===== src/rtl/pipeline_pkg.sv =====
// pipeline_pkg: register width, multiply/divide sequencer states and default latencies
// shared by the ID/EX stages and the hazard controller.
package pipeline_pkg;
    localparam int REG_W    = 5;
    localparam int MULT_LAT = 4;
    localparam int DIV_LAT  = 32;
    typedef enum logic {MD_IDLE, MD_BUSY} md_state_t;
endpackage


===== src/rtl/hazard_md_seq.sv =====
// hazard_md_seq: IDLE/BUSY multiply/divide occupancy sequencer; busy for the full
// latency after a start, done on the final occupancy cycle.
module hazard_md_seq #(
    parameter int MULT_LAT = 4,
    parameter int DIV_LAT  = 32,
    parameter int CNT_W    = 6
) (
    input  logic clk,
    input  logic reset_n,
    input  logic start,
    input  logic is_div,
    output logic busy,
    output logic done
);
    import pipeline_pkg::*;

    md_state_t        state, state_nx;
    logic [CNT_W-1:0] cnt, cnt_nx;

    always_ff @(posedge clk or negedge reset_n) begin
        if (!reset_n) begin
            state <= MD_IDLE;
            cnt   <= '0;
        end else begin
            state <= state_nx;
            cnt   <= cnt_nx;
        end
    end

    // A start while BUSY is ignored; the ID-stage stall normally prevents it.
    always_comb begin
        state_nx = state;
        cnt_nx   = cnt;
        if (state == MD_IDLE) begin
            if (start) begin
                state_nx = MD_BUSY;
                cnt_nx   = is_div ? CNT_W'(DIV_LAT - 1) : CNT_W'(MULT_LAT - 1);
            end
        end else if (cnt == '0) begin
            state_nx = MD_IDLE;
        end else begin
            cnt_nx = cnt - 1'b1;
        end
    end

    assign busy = (state == MD_BUSY);
    assign done = busy && (cnt == '0);
endmodule


===== src/rtl/hazard_ctrl.sv =====
// hazard_ctrl: load-use / branch-operand / HI-LO hazard detection for the 5-stage pipeline.
// Optional HAZARD_PERF_CNT_EN adds stall, flush and md-wait cycle counters.
module hazard_ctrl #(
    parameter int MULT_LAT = pipeline_pkg::MULT_LAT,
    parameter int DIV_LAT  = pipeline_pkg::DIV_LAT,
    parameter int CNT_W    = 6,
    parameter int REG_W    = pipeline_pkg::REG_W
) (
    input  logic             clk,
    input  logic             reset_n,
    input  logic [REG_W-1:0] ifid_rs,
    input  logic [REG_W-1:0] ifid_rt,
    input  logic             id_uses_rs,
    input  logic             id_uses_rt,
    input  logic             id_is_branch,
    input  logic             id_branch_taken,
    input  logic             id_jump,
    input  logic             id_reads_hilo,
    input  logic             id_md_op,
    input  logic [REG_W-1:0] idex_dst,
    input  logic             idex_reg_write,
    input  logic             idex_mem_read,
    input  logic [REG_W-1:0] exmem_dst,
    input  logic             exmem_mem_read,
    input  logic             ex_md_start,
    input  logic             ex_md_is_div,
    output logic             cu_stall,
    output logic             cu_flush,
    output logic             cu_bubble,
    output logic             md_busy,
    output logic             md_done
`ifdef HAZARD_PERF_CNT_EN
    ,
    input  logic             perf_clr,
    output logic [31:0]      perf_stall_cyc,
    output logic [31:0]      perf_flush_cnt,
    output logic [31:0]      perf_md_wait
`endif
);
    logic dep_ex, dep_mem, load_use, branch_dep, hilo_wait, stall;

    // Register $0 is hardwired, so it never carries a dependency.
    assign dep_ex  = (idex_dst != '0) &&
                     ((id_uses_rs && idex_dst == ifid_rs) || (id_uses_rt && idex_dst == ifid_rt));
    assign dep_mem = (exmem_dst != '0) &&
                     ((id_uses_rs && exmem_dst == ifid_rs) || (id_uses_rt && exmem_dst == ifid_rt));

    assign load_use   = idex_mem_read && dep_ex;
    assign branch_dep = (id_is_branch || id_jump) &&
                        ((idex_reg_write && dep_ex) || (exmem_mem_read && dep_mem));
    assign hilo_wait  = md_busy && (id_reads_hilo || id_md_op);
    assign stall      = load_use || branch_dep || hilo_wait;

    assign cu_stall  = stall;
    assign cu_bubble = stall;
    assign cu_flush  = (id_jump || (id_is_branch && id_branch_taken)) && !stall;

    hazard_md_seq #(
        .MULT_LAT (MULT_LAT),
        .DIV_LAT  (DIV_LAT),
        .CNT_W    (CNT_W)
    ) u_md_seq (
        .clk     (clk),
        .reset_n (reset_n),
        .start   (ex_md_start),
        .is_div  (ex_md_is_div),
        .busy    (md_busy),
        .done    (md_done)
    );

`ifdef HAZARD_PERF_CNT_EN
    always_ff @(posedge clk or negedge reset_n) begin
        if (!reset_n) begin
            perf_stall_cyc <= '0;
            perf_flush_cnt <= '0;
            perf_md_wait   <= '0;
        end else if (perf_clr) begin
            perf_stall_cyc <= '0;
            perf_flush_cnt <= '0;
            perf_md_wait   <= '0;
        end else begin
            perf_stall_cyc <= perf_stall_cyc + 32'(stall);
            perf_flush_cnt <= perf_flush_cnt + 32'(cu_flush);
            perf_md_wait   <= perf_md_wait + 32'(hilo_wait);
        end
    end
`endif
endmodule

===== config.mk =====
export PLATFORM = sky130hd
export DESIGN_NAME = hazard_ctrl
export DESIGN_NICKNAME = d
export VERILOG_FILES = /design/src/rtl/pipeline_pkg.sv /design/src/rtl/hazard_md_seq.sv /design/src/rtl/hazard_ctrl.sv
export SDC_FILE = /design/constraint.sdc
export NUM_CORES = 1
export LEC_CHECK = 0
export CAP_MARGIN = 10
export CELL_PAD_IN_SITES_DETAIL_PLACEMENT = 1
export CELL_PAD_IN_SITES_GLOBAL_PLACEMENT = 1
export CORE_MARGIN = 3
export CORE_UTILIZATION = 41
export DETAILED_ROUTE_END_ITERATION = 16
export DONT_BUFFER_PORTS = 1
export GPL_ROUTABILITY_DRIVEN = 0
export PLACE_DENSITY = 0.73
export SLEW_MARGIN = 20
export SYNTH_ARGS = -nofsm -noshare
export SYNTH_HDL_FRONTEND = slang
export SYNTH_SLANG_ARGS = --single-unit
export TNS_END_PERCENT = 10

===== constraint.sdc =====
create_clock -name clk -period 2.2 [get_ports clk]
set_clock_uncertainty 0.05 [all_clocks]
set_input_delay 0.44 -clock clk [delete_from_list [all_inputs] [get_ports clk]]
set_output_delay 0.44 -clock clk [all_outputs]
set_load 0.1 [all_outputs]

==> flow_summary_export.csv, run 1 <==
group,metric,value,unit
clock_network,cts.sinks,7,
pwr,leakagePower,0.3725,nW
timing,finalSetupViolCount,1,
pwr,total_power,1.077,mW
timing,min_period,2.317,ns
global_route,grt_start_max_net_pins,15,
route,wl_per_cell,16.20,µm
pwr,powerDensity,1187,nW/µm²
logic_synthesis,yosysSeqAreaShare,25.50,%
clock_network,clk_pin_slew,0.06,ns
clock_network,cts_tree,"built",
final_layout,area_growth,32.06,%
timing,relSlewSlack,77.00,%
clock_network,ctsLongestPathBuffers,2,
logic_synthesis,synth_fp_nets,116,
route,via_per_inst,5.752,
global_route,antenna_found_initial,0,
logic_synthesis,syn-cell-area,686.9,µm²
clock_network,h-tree-depth,1,
global_route,grt_pass1_wl,2711,µm
global_route,first_global_vias,659,
final_layout,mostFrequentLayoutCell,"xnor2_1",
timing,hold_ws,0.3439,ns
clock_network,clk_latency,0.26,ns
timing,rsz0062_at_grt,"true",
final_layout,final_cells,113,
placed_design,dp.cells,103,
logic_synthesis,synthArstFlopShare,100.0,%
timing,worst_pin_slew,0.3403,ns
floorplanning,core,1541,µm²
route,drc,0,
logic_synthesis,synth-seq-cells,7,
route,first_iter_violations,12,
global_route,grt_overflow,0,
floorplanning,die_area,2202,µm²
placed_design,port_buffers,0,
logic_synthesis,yosys.area.top_type,"dfrtp_1",
final_layout,drive_gt1_share,26.80,%
logic_synthesis,synth-edff-count,0,
route,ant_nets,0,
floorplanning,rows,14,
timing,finalWorstSetupSlack,-0.1173,ns
logic_synthesis,synth_area_per_cell,8.480,µm²
timing,fmax,431.5,MHz
logic_synthesis,synth_flop_cell,"dfrtp_1",
route,wirelength,1831,µm
status,violations,"setup timing",
setup_path,required,1.71,ns
timing,timing.final.crit_share,105.3,%
placed_design,hpwl,1537,µm
floorplanning,die_w,46.93,µm
setup_path,worstSetupPathType,"flop to primary output",
final_layout,antenna_cells,0,
logic_synthesis,synth.top_cell.area_share,25.50,%
timing,finalHoldViolCount,0,
placed_design,pre_cts_slack,0.004386,ns
logic_synthesis,syn_inst,81,
logic_synthesis,yosysUniqueCellTypes,30,
setup_path,cp-end-kind,"primary output",
route,vias,650,
pwr,ir_drop,0.7601,mV
setup_path,crit_path_start_kind,"flop",
logic_synthesis,synth_warnings,0,
worst_hold_path,hold_class,"primary input to flop",
final_layout,fillers,189,
timing,drv_slew,0,
final_layout,nets,133,
flow_run,drv_cap,0,
setup_path,arrival,1.83,ns
global_route,grtUsageTotal,18.10,%
floorplanning,io_pins,39,
logic_synthesis,synthTopCellsByArea,"dfrtp_1 26%, xnor2_1 17%, xor2_1 13%",
floorplanning,initial_utilization,44.56,%
route,dr.pass1.iters,4,
floorplanning,die_y,46.93,µm
setup_path,crit_path_max_fanout,2,
clock_network,cts_buffers,3,
clock_network,cts_root_buf,"clkbuf_4",
final_layout,mostFrequentLayoutCells,"13 x xnor2_1, 10 x xor2_1, 10 x buf_4",
status,status,"finished with violations",
## area by class of cell
type                    instances  area [µm²]  area share [%]
multi-input cells              67       516.7           56.97
inverters                       5       21.27           2.345
clock inverters                 1       5.005          0.5517
clock buffers                   3       22.52           2.483
repair buffers                 14       145.1           16.00
flip-flops and latches          7       176.4           19.45
well taps                      16       20.02           2.207
## power by group
part	leakage, nW	switching (mW)	internal, mW	total (mW)
clock network	0.0177	0.0523	0.0666	0.119
registers	0.0812	0.0758	0.195	0.271
logic	0.274	0.382	0.305	0.687
total	0.373	0.510	0.567	1.08
## stage by stage
step | utilization (%) | cell area, µm² | setup TNS, ns
2_1_floorplan | - | 696.9 | -0.2763
3_3_place_gp | 52.11 | 803.3 | 0
3_5_place_dp | 52.11 | 803.3 | 0
4_1_cts | 57.71 | 889.6 | -0.1411
5_1_grt | 58.85 | 907.1 | -0.2997
6_report | 58.85 | 907.1 | -0.1173
## sequential cells by signal (all words and copies together), names as in the netlist
name / cells
u_md_seq.busy: 1
u_md_seq.cnt: 6
## final timing paths
path | slack [ns] | cells after the start | to | startpoint
max reg2reg | 0.07 | 11 | u_md_seq.cnt[5] | u_md_seq.cnt[1]
max | -0.12 | 7 | md_done | u_md_seq.cnt[1]
min in group asynchronous | 0.46 | 1 | u_md_seq.cnt[2] | reset_n
min reg2reg | 0.52 | 2 | u_md_seq.cnt[0] | u_md_seq.cnt[0]
min | 0.34 | 2 | u_md_seq.cnt[5] | ex_md_start
max in group asynchronous | 1.38 | 1 | u_md_seq.busy | reset_n
## critical path: stages (launching register included)
cell      delay (ns)
dfrtp_1         0.39
inv_2           0.07
ha_4            0.12
or3b_4          0.39
nor3b_4         0.27
nand2b_4        0.09
inv_4           0.07
buf_12          0.16
## routing by layer
metal / global-route usage, % / share of wire (%) / routed length (µm)
met2: 33.33 / 51 / 940
met1: 18.79 / 35 / 639
met3: 3.448 / 10 / 192
met4: 10.50 / 3.2 / 59
met5: 0 / 0 / 0
## cells by family after synthesis
family / Yosys count / share of synthesized area (%)
AND/OR/NAND/NOR: 25 / 21.68
XOR/XNOR: 23 / 29.33
flip-flops: 7 / 25.50
adder cells (fa/ha/maj): 1 / 1.821
buffers and inverters: 7 / 4.370
AO/OA/AOI/OAI: 18 / 17.30
## cell usage after synthesis, types with 3 or more instances
cell type and number:
dfrtp_1 7, xor2_1 10, nand2_1 5, a21oi_1 4, inv_1 4, xnor2_1 13
nor2_1 5, o21ai_0 3, o221ai_1 3
## what timing repair did
action | 4_1_cts | 5_1_grt
resized for setup | 5 | 2
buffers inserted | 4 | 1
hold buffers | 1 | 0
pin swaps | 1 | 3
hold endpoints to repair | 7 | 0
setup endpoints to repair | 1 | 5
Power figures use the tool's default switching activity.
==> inputs of run 2 (changes only) <==
- GPL_ROUTABILITY_DRIVEN: 0 -> not set
==> results of run 2 <==
Final layout, timing and power as in run 1 (identical DEF).
==> RTL change (config.mk and constraints of run 2) <==
Change the package constant `REG_W` from 5 to 7.
--- a/src/rtl/pipeline_pkg.sv
+++ b/src/rtl/pipeline_pkg.sv
@@ -3,3 +3,3 @@
 package pipeline_pkg;
-    localparam int REG_W    = 5;
+    localparam int REG_W    = 7;
     localparam int MULT_LAT = 4;
Interface: changed (resized exmem_dst, idex_dst, ifid_rs and ifid_rt); port bits go from 39 to 47. No check against the original RTL was run, so the function may have changed too.
==> RTL change against run 2 <==
- the flow still finishes with violations (negative setup slack)
- worst setup slack improved by 0.036 ns
- non-clock buffer count did not move
- final area rose by 11%
- fmax rose by 1.6%
- core utilization fell by 2.4 points
- critical endpoint unchanged
- synthesized cell count rose by 17%
- routed wire length rose by 31%
- area after synthesis rose by 16%
- clock power fell by 7%
- total power rose by 11%
- sequential cell count did not move
==> RTL change: results (changes against run 2) <==
GLOBAL ROUTING
----------------------------------------------------------------------------------------
First-pass GRT wire length                                                       3880 µm   +43%
Via count of the first global-routing pass                                           899   +36%
Fraction of met1 tracks used by global routing                                     0.183   -0.00460
Pin count of the biggest net entering global routing                                  16   +1
Met2 routing resource usage after global routing                                   0.402   +0.0688
Routing usage on met3                                                             0.0574   +0.0229
Overall routing resource usage                                                     0.203   +0.0222

WORST SETUP PATH
----------------------------------------------------------------------------------------
Max FO, Critical Path                                                                  4   +2
Data arrival at the endpoint of the critical path                                1.79 ns   -0.04 ns

LAYOUT
----------------------------------------------------------------------------------------
# fillers                                                                            217   +15%
Cell Count, Final, Fillers Out                                                       136   +20%
Util after Layout                                                                  0.564   -0.0243
Number of nets in the finished design                                                155   +17%

ROUTING
----------------------------------------------------------------------------------------
Starting DRC count in detailed routing                                                 4   -8
Met2 wirelength from detailed routing                                            1400 µm   +49%
Number of search-and-repair iterations in the first detailed-routing pass              2   -2
Detailed-route wire length on metal 1                                             801 µm   +25%
DRT Wirelength                                                                   2400 µm   +31%

POWER AND IR DROP
----------------------------------------------------------------------------------------
Psw                                                                             0.578 mW   +13%
Worst voltage drop across the vdd grid                                            656 µV   -14%
LEAKAGE                                                                         0.366 nW   -1.7%

RUN STATUS
----------------------------------------------------------------------------------------
Failing checks                                                              negative setup slack
Result of the run                                                           complete, but fails checks

CLOCKING
----------------------------------------------------------------------------------------
Clock insertion delay at the later pin of the skew report                        0.24 ns   -0.02 ns
Quantity of gates resized following cts                                                1   -4

SYNTHESIS
----------------------------------------------------------------------------------------
Commonest cells post-synth                                                  sky130_fd_sc_hd__xnor2_1 (28), sky130_fd_sc_hd__nor2_1 (9), sky130_fd_sc_hd__nand4_1 (8)
Sequential cell area fraction in the yosys report                                  0.220   -0.0349
Top area cells in the synthesized netlist                                   sky130_fd_sc_hd__xnor2_1 (31%), sky130_fd_sc_hd__dfrtp_1 (22%), sky130_fd_sc_hd__nand4_1 (6.3%), sky130_fd_sc_hd__nor2_1 (4.2%), sky130_fd_sc_hd__a21oi_1 (3.8%)
Unique masters post-synth                                                             27   -10%

TIMING
----------------------------------------------------------------------------------------
Setup violators final                                                                  1   unchanged
Actual slew at the worst max-slew pin                                           0.364 ns   +0.0239 ns
Worst Slack Setup Final                                                       -0.0812 ns   +0.0361 ns

PLACED DESIGN
----------------------------------------------------------------------------------------
Final weighted congestion in routability-driven placement                          0.796   -5.1%
Post-place setup slack                                                         0.0715 ns   +0.0671 ns
Final HPWL DP                                                                    1920 µm   +25%
Post-placement cell area                                                         890 µm²   +11%
Number of cells in the design after placement                                        122   +18%

## RTL change: cell types whose count changed after synthesis, moves of 2 or more
cell / delta
sky130_fd_sc_hd__xor2_1: -7
sky130_fd_sc_hd__nor2_1: +4
sky130_fd_sc_hd__nand4_1: +6
sky130_fd_sc_hd__a21oi_1: +2
sky130_fd_sc_hd__xnor2_1: +15
sky130_fd_sc_hd__nor3_1: +2
sky130_fd_sc_hd__or4_1: -2
## RTL change: cell families (layout without fill, tap and decap cells)
logic type,Yosys count,after routing,share of synthesized area
AND/OR/NAND/NOR,35,35,0.267
XOR/XNOR,31,31,0.341
adder cells (fa/ha/maj),1,1,0.0157
buffers and inverters,5,21,0.0283
flip-flops,7,7,0.220
AO/OA/AOI/OAI,16,16,0.127
## RTL change: path summary, 6_finish.rpt
| check | to | slack, ns | cells past startpoint |
|---|---|---|---|
| min | u_md_seq.cnt[5] | 0.36 | 2 |
| max | md_done | -0.08 | 5 |
| max reg2reg | u_md_seq.cnt[5] | 0.09 | 9 |
| max in group asynchronous | u_md_seq.busy | 1.39 | 1 |
| min in group asynchronous | u_md_seq.cnt[0] | 0.46 | 1 |
| min reg2reg | u_md_seq.cnt[4] | 0.57 | 2 |
## RTL change: power by group through the flow
stage / logic, mW / clock network, mW / registers (mW)
3_3_place_gp: 0.630 / 0 / 0.287
2_1_floorplan: 0.474 / 0 / 0.310
4_1_cts: 0.706 / 0.115 / 0.281
3_5_place_dp: 0.642 / 0 / 0.290
5_1_grt: 0.849 / 0.130 / 0.298
6_report: 0.792 / 0.111 / 0.290
## RTL change: area by class of cell
class                   count  share of cell area
well taps                  25              0.0311
multi-input cells          83               0.612
repair buffers             14               0.144
flip-flops and latches      7               0.175
inverters                   3              0.0112
clock buffers               4              0.0261
